## src/rtl/var_delay_line_pkg.sv

```systemverilog
// rtl/var_delay_line_pkg.sv - shared defaults, state encoding and delay clamp for var_delay_line
package var_delay_line_pkg;

   localparam int N_DEF         = 4;
   localparam int MAX_DELAY_DEF = 16;

   typedef enum logic {
      RUN   = 1'b0,
      FLUSH = 1'b1
   } state_t;

   // Effective delay: 0 behaves as a single register, anything past the
   // buffer depth saturates at the deepest tap.
   function automatic int unsigned clamp_delay(input int unsigned d, input int unsigned max_d);
      if (d == 0)
         return 1;
      else if (d > max_d)
         return max_d;
      else
         return d;
   endfunction

endpackage

```

## src/rtl/dly_ring_buf.sv

```systemverilog
// rtl/dly_ring_buf.sv - circular history buffer with wrapping write pointer and modulo read
//
// Ports:
//   clk, rst_n : clock, asynchronous active-low reset (clears pointer and every entry)
//   we         : write enable, stores wdata and advances the write pointer
//   wdata      : entry to store
//   rd_off     : how many writes back to read (1 = entry written on the previous write)
//   rdata      : combinational read of the selected entry
module dly_ring_buf #(
   parameter int W     = 5,
   parameter int DEPTH = 16,
   parameter int AW    = (DEPTH > 1) ? $clog2(DEPTH) : 1
) (
   input  logic          clk,
   input  logic          rst_n,
   input  logic          we,
   input  logic [W-1:0]  wdata,
   input  logic [AW-1:0] rd_off,
   output logic [W-1:0]  rdata
);

   logic [W-1:0]  mem [DEPTH];
   logic [AW-1:0] wp;
   logic [AW-1:0] rd_idx;

   // wp points at the slot about to be written, so wp-1 is the newest entry.
   // Adding DEPTH before subtracting keeps the index in range for any depth.
   always_comb begin
      rd_idx = AW'((int'(wp) + DEPTH - int'(rd_off)) % DEPTH);
   end

   assign rdata = mem[rd_idx];

   always_ff @(posedge clk or negedge rst_n) begin
      if (!rst_n) begin
         wp <= '0;
         for (int i = 0; i < DEPTH; i++)
            mem[i] <= '0;
      end else if (we) begin
         mem[wp] <= wdata;
         wp      <= (wp == AW'(DEPTH - 1)) ? '0 : wp + AW'(1);
      end
   end

endmodule

```

## src/rtl/var_delay_line.sv

```systemverilog
// rtl/var_delay_line.sv - runtime-variable delay line with flush on delay change
//
// Ports:
//   clk    : rising-edge clock
//   rst_n  : asynchronous active-low reset
//   ce     : clock enable, advances the line
//   idata  : sample in (N bits), ivalid qualifies it
//   delay  : requested delay in ce cycles, clamped to 1..MAX_DELAY
//   odata  : delayed sample, registered
//   ovalid : delayed ivalid, held low while flushing
//   busy   : high while a delay change is flushing
//   err    : only with VAR_DELAY_LINE_ERR_EN defined; sticky flag set when a
//            ce edge samples delay=0 or delay>MAX_DELAY, cleared by reset
module var_delay_line
   import var_delay_line_pkg::*;
#(
   parameter int N         = N_DEF,
   parameter int MAX_DELAY = MAX_DELAY_DEF,
   parameter int DW        = $clog2(MAX_DELAY + 1)
) (
   input  logic          clk,
   input  logic          rst_n,
   input  logic          ce,
   input  logic [N-1:0]  idata,
   input  logic          ivalid,
   input  logic [DW-1:0] delay,
   output logic [N-1:0]  odata,
   output logic          ovalid,
   output logic          busy
`ifdef VAR_DELAY_LINE_ERR_EN
   ,
   output logic          err
`endif
);

   localparam int AW = $clog2(MAX_DELAY);

   logic [DW-1:0] d_eff;
   logic [DW-1:0] d_q;
   logic          d_loaded;
   logic [DW-1:0] cnt;
   state_t        state;
   logic [AW-1:0] rd_off;
   logic [N:0]    ring_rdata;
   logic [N:0]    tap;

   assign d_eff  = DW'(clamp_delay(32'(delay), MAX_DELAY));
   assign rd_off = AW'(32'(d_eff) - 1);

   dly_ring_buf #(
      .W     (N + 1),
      .DEPTH (MAX_DELAY)
   ) u_ring (
      .clk    (clk),
      .rst_n  (rst_n),
      .we     (ce),
      .wdata  ({ivalid, idata}),
      .rd_off (rd_off),
      .rdata  (ring_rdata)
   );

   // D=1 bypasses the buffer: the output register takes this edge's input.
   assign tap = (d_eff == DW'(1)) ? {ivalid, idata} : ring_rdata;

   always_ff @(posedge clk or negedge rst_n) begin
      if (!rst_n) begin
         state    <= RUN;
         cnt      <= '0;
         d_q      <= '0;
         d_loaded <= 1'b0;
         odata    <= '0;
         ovalid   <= 1'b0;
         busy     <= 1'b0;
      end else if (ce) begin
         odata <= tap[N-1:0];
         if (!d_loaded) begin
            // First ce edge after reset just adopts the delay; the zeroed
            // history already keeps ovalid low until real samples arrive.
            d_loaded <= 1'b1;
            d_q      <= d_eff;
            state    <= RUN;
            busy     <= 1'b0;
            ovalid   <= tap[N];
         end else if (d_eff != d_q) begin
            // Counter holds the remaining busy edges minus one, so busy
            // stays high for exactly d_eff ce edges including this one.
            d_q    <= d_eff;
            state  <= FLUSH;
            cnt    <= d_eff - DW'(1);
            busy   <= 1'b1;
            ovalid <= 1'b0;
         end else if (state == FLUSH) begin
            if (cnt == '0) begin
               state  <= RUN;
               busy   <= 1'b0;
               ovalid <= tap[N];
            end else begin
               cnt    <= cnt - DW'(1);
               ovalid <= 1'b0;
            end
         end else begin
            ovalid <= tap[N];
         end
      end
   end

`ifdef VAR_DELAY_LINE_ERR_EN
   always_ff @(posedge clk or negedge rst_n) begin
      if (!rst_n)
         err <= 1'b0;
      else if (ce && ((delay == '0) || (delay > DW'(MAX_DELAY))))
         err <= 1'b1;
   end
`endif

endmodule

```

## config.mk

```make
export PLATFORM = sky130hd
export DESIGN_NAME = var_delay_line
export DESIGN_NICKNAME = d
export VERILOG_FILES = /design/src/rtl/var_delay_line_pkg.sv /design/src/rtl/dly_ring_buf.sv /design/src/rtl/var_delay_line.sv
export SDC_FILE = /design/constraint.sdc
export NUM_CORES = 1
export LEC_CHECK = 0
export BUFFER_PORTS_ARGS = -buffer_cell sky130_fd_sc_hd__buf_2
export CAP_MARGIN = 40
export CORE_ASPECT_RATIO = 0.9
export CORE_MARGIN = 2
export CORE_UTILIZATION = 35
export CTS_CLUSTER_DIAMETER = 80
export DETAILED_ROUTE_END_ITERATION = 7
export HOLD_SLACK_MARGIN = 0.15
export PLACE_DENSITY = 0.62
export SLEW_MARGIN = 20
export SYNTH_ARGS = -nofsm -noshare
export SYNTH_HDL_FRONTEND = slang
export SYNTH_SLANG_ARGS = --single-unit
export TNS_END_PERCENT = 20
```

## constraint.sdc

```tcl
create_clock -name clk -period 3.6 [get_ports clk]
set_input_delay 0.36 -clock clk [delete_from_list [all_inputs] [get_ports clk]]
set_output_delay 0.36 -clock clk [all_outputs]
set_load 0.02 [all_outputs]
```

Yosys cells after proc, flatten, opt, wreduce, memory -nomap -nowiden
Index checks and enable logic that the tools add are counted.
{"block": "totals", "ff_bits": 102, "latchBits": 0, "ramBits": 0, "rom_bits": 0, "input_bits": 13, "output_inout_bits": 6, "wordCells": 77, "mem_count": 0}
{"block": "classes", "addsub": 6, "mul": 0, "div": 0, "n_lt_le_gt_ge": 4, "n_eq_ne": 7, "shifts": 0, "mux": 27, "bitwise": 2, "reduce_logical": 7}
{"op": "80-bit bitwise mux", "count": 1}
{"op": "5-bit two-way mux", "count": 11}
{"op": "5-bit binary-select mux with 4-bit select", "count": 1}
{"op": "5-bit demux with 4-bit select", "count": 1}
{"op": "1-bit two-way mux", "count": 12}
{"op": "5-bit greater-or-equal comparator (second input constant)", "count": 2}
{"op": "5-bit logical NOT", "count": 2}
{"op": "4-bit NOT with 5-bit output", "count": 2}
{"op": "5-bit by 1-bit subtractor with 5-bit output (second input constant)", "count": 2}
{"op": "4-bit by 1-bit adder with 4-bit output (second input constant)", "count": 2}
{"op": "3-bit by 1-bit inequality test with 1-bit output (second input constant)", "count": 2}
{"op": "5-bit by 1-bit == test with 1-bit output (second input constant)", "count": 1}
{"op": "5-bit greater-than comparator (second input constant)", "count": 1}
{"op": "5-bit by 1-bit less-than comparator with 1-bit output (second input constant)", "count": 1}
{"op": "5-bit inequality test", "count": 1}
{"op": "4-bit == test (second input constant)", "count": 1}
{"op": "4-bit two-way mux", "count": 1}
{"op": "4-bit AND reduction", "count": 1}
{"op": "4-bit by 1-bit subtractor with 4-bit output (second input constant)", "count": 1}
{"op": "4-bit subtractor", "count": 1}
{"op": "3-bit AND reduction", "count": 1}
{"op": "2-bit by 1-bit inequality test with 1-bit output (second input constant)", "count": 1}
{"op": "2-bit inequality test (second input constant)", "count": 1}
{"op": "2-bit AND reduction", "count": 1}
{"op": "other kinds (2)", "count": 2}

Logic depth before layout (Yosys ltp)
{"block": "depth", "word_depth": 14, "mapped_depth": 16}

Hierarchy
A second synthesis with hierarchy kept.
{"block": "unflattened", "hier_cells": 427, "hier_area_um2": 5368.9}
{"module": "dly_ring_buf", "instances": 1, "cells_per_inst": 299, "area_each_um2": 4147.7, "seq_area_each_um2": 2102.0}
{"module": "var_delay_line", "instances": 1, "cells_per_inst": 128, "area_each_um2": 1221.2, "seq_area_each_um2": 450.4}

Worst setup path after synthesis
No wires, ideal clock.
{"block": "synth_path", "path_type": "input port to flip-flop", "from": "input port delay[2]", "to": "register ovalid", "setup_time_ns": 0.094, "arrival_ns": 3.112, "required_time_ns": 3.506, "setup_slack_ns": 0.394, "stages": 14, "path_buffers": 2, "cell_sequence": "or4_4 -> nand3_2 -> inv_2 -> clkbuf_1 -> ha_1 -> inv_1 -> fa_1 -> clkbuf_1 -> nor4b_1 -> a41oi_1 -> mux2i_1 -> o41ai_1 -> a31oi_1 -> a221oi_2"}
{"block": "synth_between", "elab_chain_len": 14}
{"element": "from (decl)", "line": "var_delay_line.sv:26", "text": "input logic [DW-1:0] delay,"}
{"element": "5-bit greater-than comparator", "line": "var_delay_line_pkg.sv:17", "text": "else if (d > max_d)"}
{"element": "5-bit two-way mux", "line": "var_delay_line_pkg.sv:17"}
{"element": "5-bit two-way mux (*)", "line": "var_delay_line_pkg.sv:15", "text": "if (d == 0)"}
{"element": "4-bit by 1-bit subtractor with 4-bit output", "line": "var_delay_line.sv:48", "text": "assign rd_off = AW'(32'(d_eff) - 1);"}
{"element": "4-bit subtractor", "line": "dly_ring_buf.sv:29", "text": "rd_idx = AW'((int'(wp) + DEPTH - int'(rd_off)) % DEPTH);"}
{"element": "4-bit NOT with 5-bit output (not written as such)", "line": "dly_ring_buf.sv:32", "text": "assign rdata = mem[rd_idx];"}
{"element": "5-bit binary-select mux with 4-bit select", "line": "dly_ring_buf.sv:32"}
{"element": "5-bit two-way mux (not written as such) (2 in series)", "line": "dly_ring_buf.sv:32"}
{"element": "5-bit two-way mux", "line": "var_delay_line.sv:63", "text": "assign tap = (d_eff == DW'(1)) ? {ivalid, idata} : ring_rdata;"}
{"element": "1-bit two-way mux", "line": "var_delay_line.sv:93", "text": "if (cnt == '0) begin"}
{"element": "1-bit two-way mux", "line": "var_delay_line.sv:92", "text": "end else if (state == FLUSH) begin"}
{"element": "1-bit two-way mux", "line": "var_delay_line.sv:84", "text": "end else if (d_eff != d_q) begin"}
{"element": "1-bit two-way mux (*)", "line": "var_delay_line.sv:76", "text": "if (!d_loaded) begin"}
{"element": "to (signal assigned)", "line": "var_delay_line.sv:83", "text": "ovalid <= tap[N];"}
{"element": "to (signal assigned)", "line": "var_delay_line.sv:96", "text": "ovalid <= tap[N];"}
{"element": "to (signal assigned)", "line": "var_delay_line.sv:102", "text": "ovalid <= tap[N];"}
{"element": "to (decl)", "line": "var_delay_line.sv:28", "text": "output logic ovalid,"}
Every way passes the cells marked *; elsewhere a longest branch is shown, timed or not. The select of a mux whose other input is x is not followed.
A chain may end at the register's enable or synchronous reset.

Final worst setup path
{"block": "layout_path", "from": "register u_ring.wp[1]", "to": "register odata[1]"}
{"block": "layout_between", "elab_chain_len": 7}
{"element": "from (decl)", "line": "dly_ring_buf.sv:23", "text": "logic [AW-1:0] wp;"}
{"element": "from (signal assigned)", "line": "dly_ring_buf.sv:41", "text": "wp <= (wp == AW'(DEPTH - 1)) ? '0 : wp + AW'(1);"}
{"element": "4-bit by 1-bit adder with 4-bit output", "line": "dly_ring_buf.sv:29"}
{"element": "4-bit subtractor", "line": "dly_ring_buf.sv:29"}
{"element": "4-bit NOT with 5-bit output (not written as such)", "line": "dly_ring_buf.sv:32"}
{"element": "5-bit binary-select mux with 4-bit select", "line": "dly_ring_buf.sv:32"}
{"element": "5-bit two-way mux (not written as such) (2 in series)", "line": "dly_ring_buf.sv:32"}
{"element": "5-bit two-way mux", "line": "var_delay_line.sv:63"}
{"element": "to (signal assigned)", "line": "var_delay_line.sv:75", "text": "odata <= tap[N-1:0];"}
{"element": "to (decl)", "line": "var_delay_line.sv:27", "text": "output logic [N-1:0] odata,"}
No other way between the ends. The select of a mux whose other input is x is not followed.

==> results.py <==
metrics = {
    "outcome": {
        "status": "complete, no violations",
    },
    "floorplan": {
        "ios": 19,
        "core_area_mm2": 0.0148,
        "rows": 42,
        "die_y_um": 121,
        "start_util": 0.359,
        "die_x_um": 134,
        "die-area_mm2": 0.0161,
    },
    "logic_synthesis": {
        "synth_area_per_cell_um2": 11.7,
        "syn_inst": 454,
        "synth-edff-count": 0,
        "synth_area_mm2": 0.00530,
        "synth.distinct_cells": 53,
        "synth.yosys.seq_area_share": 0.482,
        "yosys_warnings": 0,
        "async_flop_share": 1.00,
        "synthFlopType": "dfrtp_1",
        "synth.net_count": 479,
        "synth_seq_cells": 102,
    },
    "hold_path": {
        "worstHoldPathType": "input port to flop",
        "hold-path-cell-count": 3,
    },
    "pwr": {
        "power.share.clock": 0.179,
        "power.density_mw_per_mm2": 903,
        "pwr-share-seq": 0.360,
        "switching_share": 0.368,
        "power_leakage_uw": 0.00260,
        "power_switching_uw": 1980,
        "p_total_uw": 5370,
        "power_frac_comb": 0.461,
        "peakVddDrop_mv": 0.422,
        "p_int_uw": 3390,
    },
    "final_layout": {
        "antennaDiodeCount": 0,
        "final_cell_mix": "dfrtp_1, mux2_2, nand2_1, o21ai_0, nand3_1",
        "syn2layout_area_growth_pct": 12.2,
        "final_cell_count_no_fill": 675,
        "nNetsFinal": 497,
        "layout_commonest_cell": "dfrtp_1",
        "filler_cell_count": 1393,
        "drive_gt1_frac": 0.317,
    },
    "timing": {
        "rsz0062_at_grt": "no",
        "drv_slew": 0,
        "hold_slack_ns": 0.421,
        "worstMarginPinSlew_ns": 0.775,
        "period_share": 0.875,
        "slew_headroom": 0.480,
        "setup_ws_ns": 0.451,
        "setup_tns_ns": 0,
        "finalSetupViolCount": 0,
        "hold_viol_final": 0,
        "fin_crit_ns": 3.15,
        "max_freq_mhz": 318,
        "fin_skew_ns": 0.0116,
    },
    "drt": {
        "wl_um": 12600,
        "wl_per_cell_um": 18.6,
        "ant_nets": 0,
        "dr.pass1.iters": 4,
        "viasPerCell": 5.45,
        "drt_iter0_drc": 288,
        "drc": 0,
        "dr_total_vias": 3679,
    },
    "setup_path": {
        "worst_setup_path_end_kind": "flop",
        "cp_max_fo": 18,
        "crit_chain": "inv_1 -> ha_1 -> inv_1 -> ha_1 -> inv_1 -> fa_1 -> xnor2_1 -> xnor3_1 -> buf_12 -> mux4_2 -> a22oi_1 -> nand3_1",
        "cp_common_cell": "inv_1",
        "path_class": "flop to flop",
        "worstSetupStartpointType": "flop",
        "slowest_stage": "mux4_2",
        "critPathTopFamily": "adder cells",
        "cp_num_cells": 12,
        "reg2reg_slack_ns": 0.45,
        "crit_buf_inv": 4,
        "crit_required_ns": 3.83,
        "slowest_delay_ns": 0.53,
        "reg2reg_depth": 12,
        "arrival_ns": 3.38,
    },
    "global_route": {
        "grt_util_met2": 0.260,
        "grt_max_degree": 54,
        "grt_pass1_vias": 3782,
        "track_usage": 0.168,
        "grt.overflow.total": 0,
        "globalRouteMet1Util": 0.232,
        "met3_usage": 0.0428,
        "grt-busiest-layer": "met2",
        "grt_pass1_wl_um": 20900,
        "antenna_found_initial": 0,
    },
    "clocking": {
        "cts_root_buffer": "clkbuf_16",
        "clk_pin_slew_ns": 0.07,
        "cts.sinks": 102,
        "post_cts_buffers": 0,
        "tritoncts": "done",
        "cts_buffers": 9,
        "htreeDepth": 3,
        "clock_latency_ns": 0.35,
        "cts_buffer_depth": 2,
    },
    "place": {
        "dp.cells": 658,
        "dpl.hpwl_um": 8870,
        "gp_congestion": 0.872,
        "portBuffers": 18,
        "place_ws_ns": 0.228,
    },
    "run": {
        "drv_cap": 0,
    },
}
## cell type report
cell class	count	area, um^2	area share
Sequential cell	102	2550	0.429
Clock inverter	5	38.8	0.00652
Multi-Input combinational cell	309	2570	0.432
Inverter	19	71.3	0.0120
Clock buffer	11	253	0.0425
Timing Repair Buffer	31	215	0.0362
Tap cell	198	248	0.0417
## tightest hold or removal path, stage by stage
cell	delay (ns)
buf_2	0.21
nand2_1	0.09
o21ai_0	0.07
## worst paths after layout
kind,startpoint,end
min in group asynchronous,rst_n,d_q[0]$_DFFE_PN0P_
setup / recovery,u_ring.wp[1]$_DFFE_PN0P_,odata[1]$_DFFE_PN0P_
setup reg to reg,u_ring.wp[1]$_DFFE_PN0P_,odata[1]$_DFFE_PN0P_
hold / removal,ivalid,u_ring.mem[69]$_DFFE_PN0P_
max in group asynchronous,rst_n,u_ring.mem[20]$_DFFE_PN0P_
hold reg to reg,u_ring.mem[26]$_DFFE_PN0P_,u_ring.mem[26]$_DFFE_PN0P_
## what timing repair did
| action | in CTS | in global routing |
|---|---|---|
| hold endpoints to repair | 49 | 0 |
| gates resized for setup | 0 | 0 |
| hold buffers | 1 | 0 |
## layer usage
metal | routed length, um | vias to the layer above | share of wire
met2 | 5720 | 102 | 0.46
met5 | 0 | - | 0
met1 | 5910 | 1860 | 0.47
met4 | 267 | 0 | 0.021
met3 | 669 | 19 | 0.053
li1 | - | 1698 | -
## kinds of logic (layout without fill, tap and decap cells)
family,Yosys count,after routing,share of synthesized area
fa+ha+maj,12,12,0.0298
buf+inv,43,66,0.0335
flops,102,102,0.482
compound gates,71,71,0.0858
mux,101,101,0.232
xor+xnor,10,10,0.0191
simple gates,115,115,0.118
## registers in the layout (all words and copies together) (netlist names)
register	flops
busy	1
d_loaded	1
u_ring.mem	80
ovalid	1
odata	4
cnt	5
u_ring.wp	4
state	1
d_q	5
## synth_stat cells (6+ instances only)
| cell type | number | area, um^2 |
|---|---|---|
| nor3_1 | 13 | 65.1 |
| nand4_1 | 11 | 68.8 |
| o21ai_0 | 29 | 145 |
| mux4_2 | 9 | 203 |
| clkbuf_1 | 21 | 78.8 |
| mux2i_1 | 7 | 70.1 |
| mux2_2 | 85 | 957 |
| nand3_1 | 24 | 120 |
| nor2_1 | 9 | 33.8 |
| ha_1 | 11 | 138 |
| a21oi_1 | 15 | 75.1 |
| inv_1 | 18 | 67.6 |
| dfrtp_1 | 102 | 2550 |
| nand2_1 | 29 | 109 |
| xnor2_1 | 6 | 52.6 |
## power by group through the flow
stage / Sequential (uW) / Combinational (uW) / Clock [uW]
5_1_grt: 1990 / 2710 / 1030
4_1_cts: 1920 / 2470 / 983
2_1_floorplan: 1870 / 1890 / 0
3_3_place_gp: 1930 / 2410 / 0
3_5_place_dp: 1940 / 2460 / 0
6_report: 1930 / 2470 / 963
## stage by stage
stage / util / area [um^2]
5_1_grt: 0.403 / 5940
3_3_place_gp: 0.382 / 5640
4_1_cts: 0.403 / 5940
3_5_place_dp: 0.382 / 5640
2_1_floorplan: - / 5300
6_report: 0.403 / 5940
No activity file was read; power rests on OpenSTA's default activity.
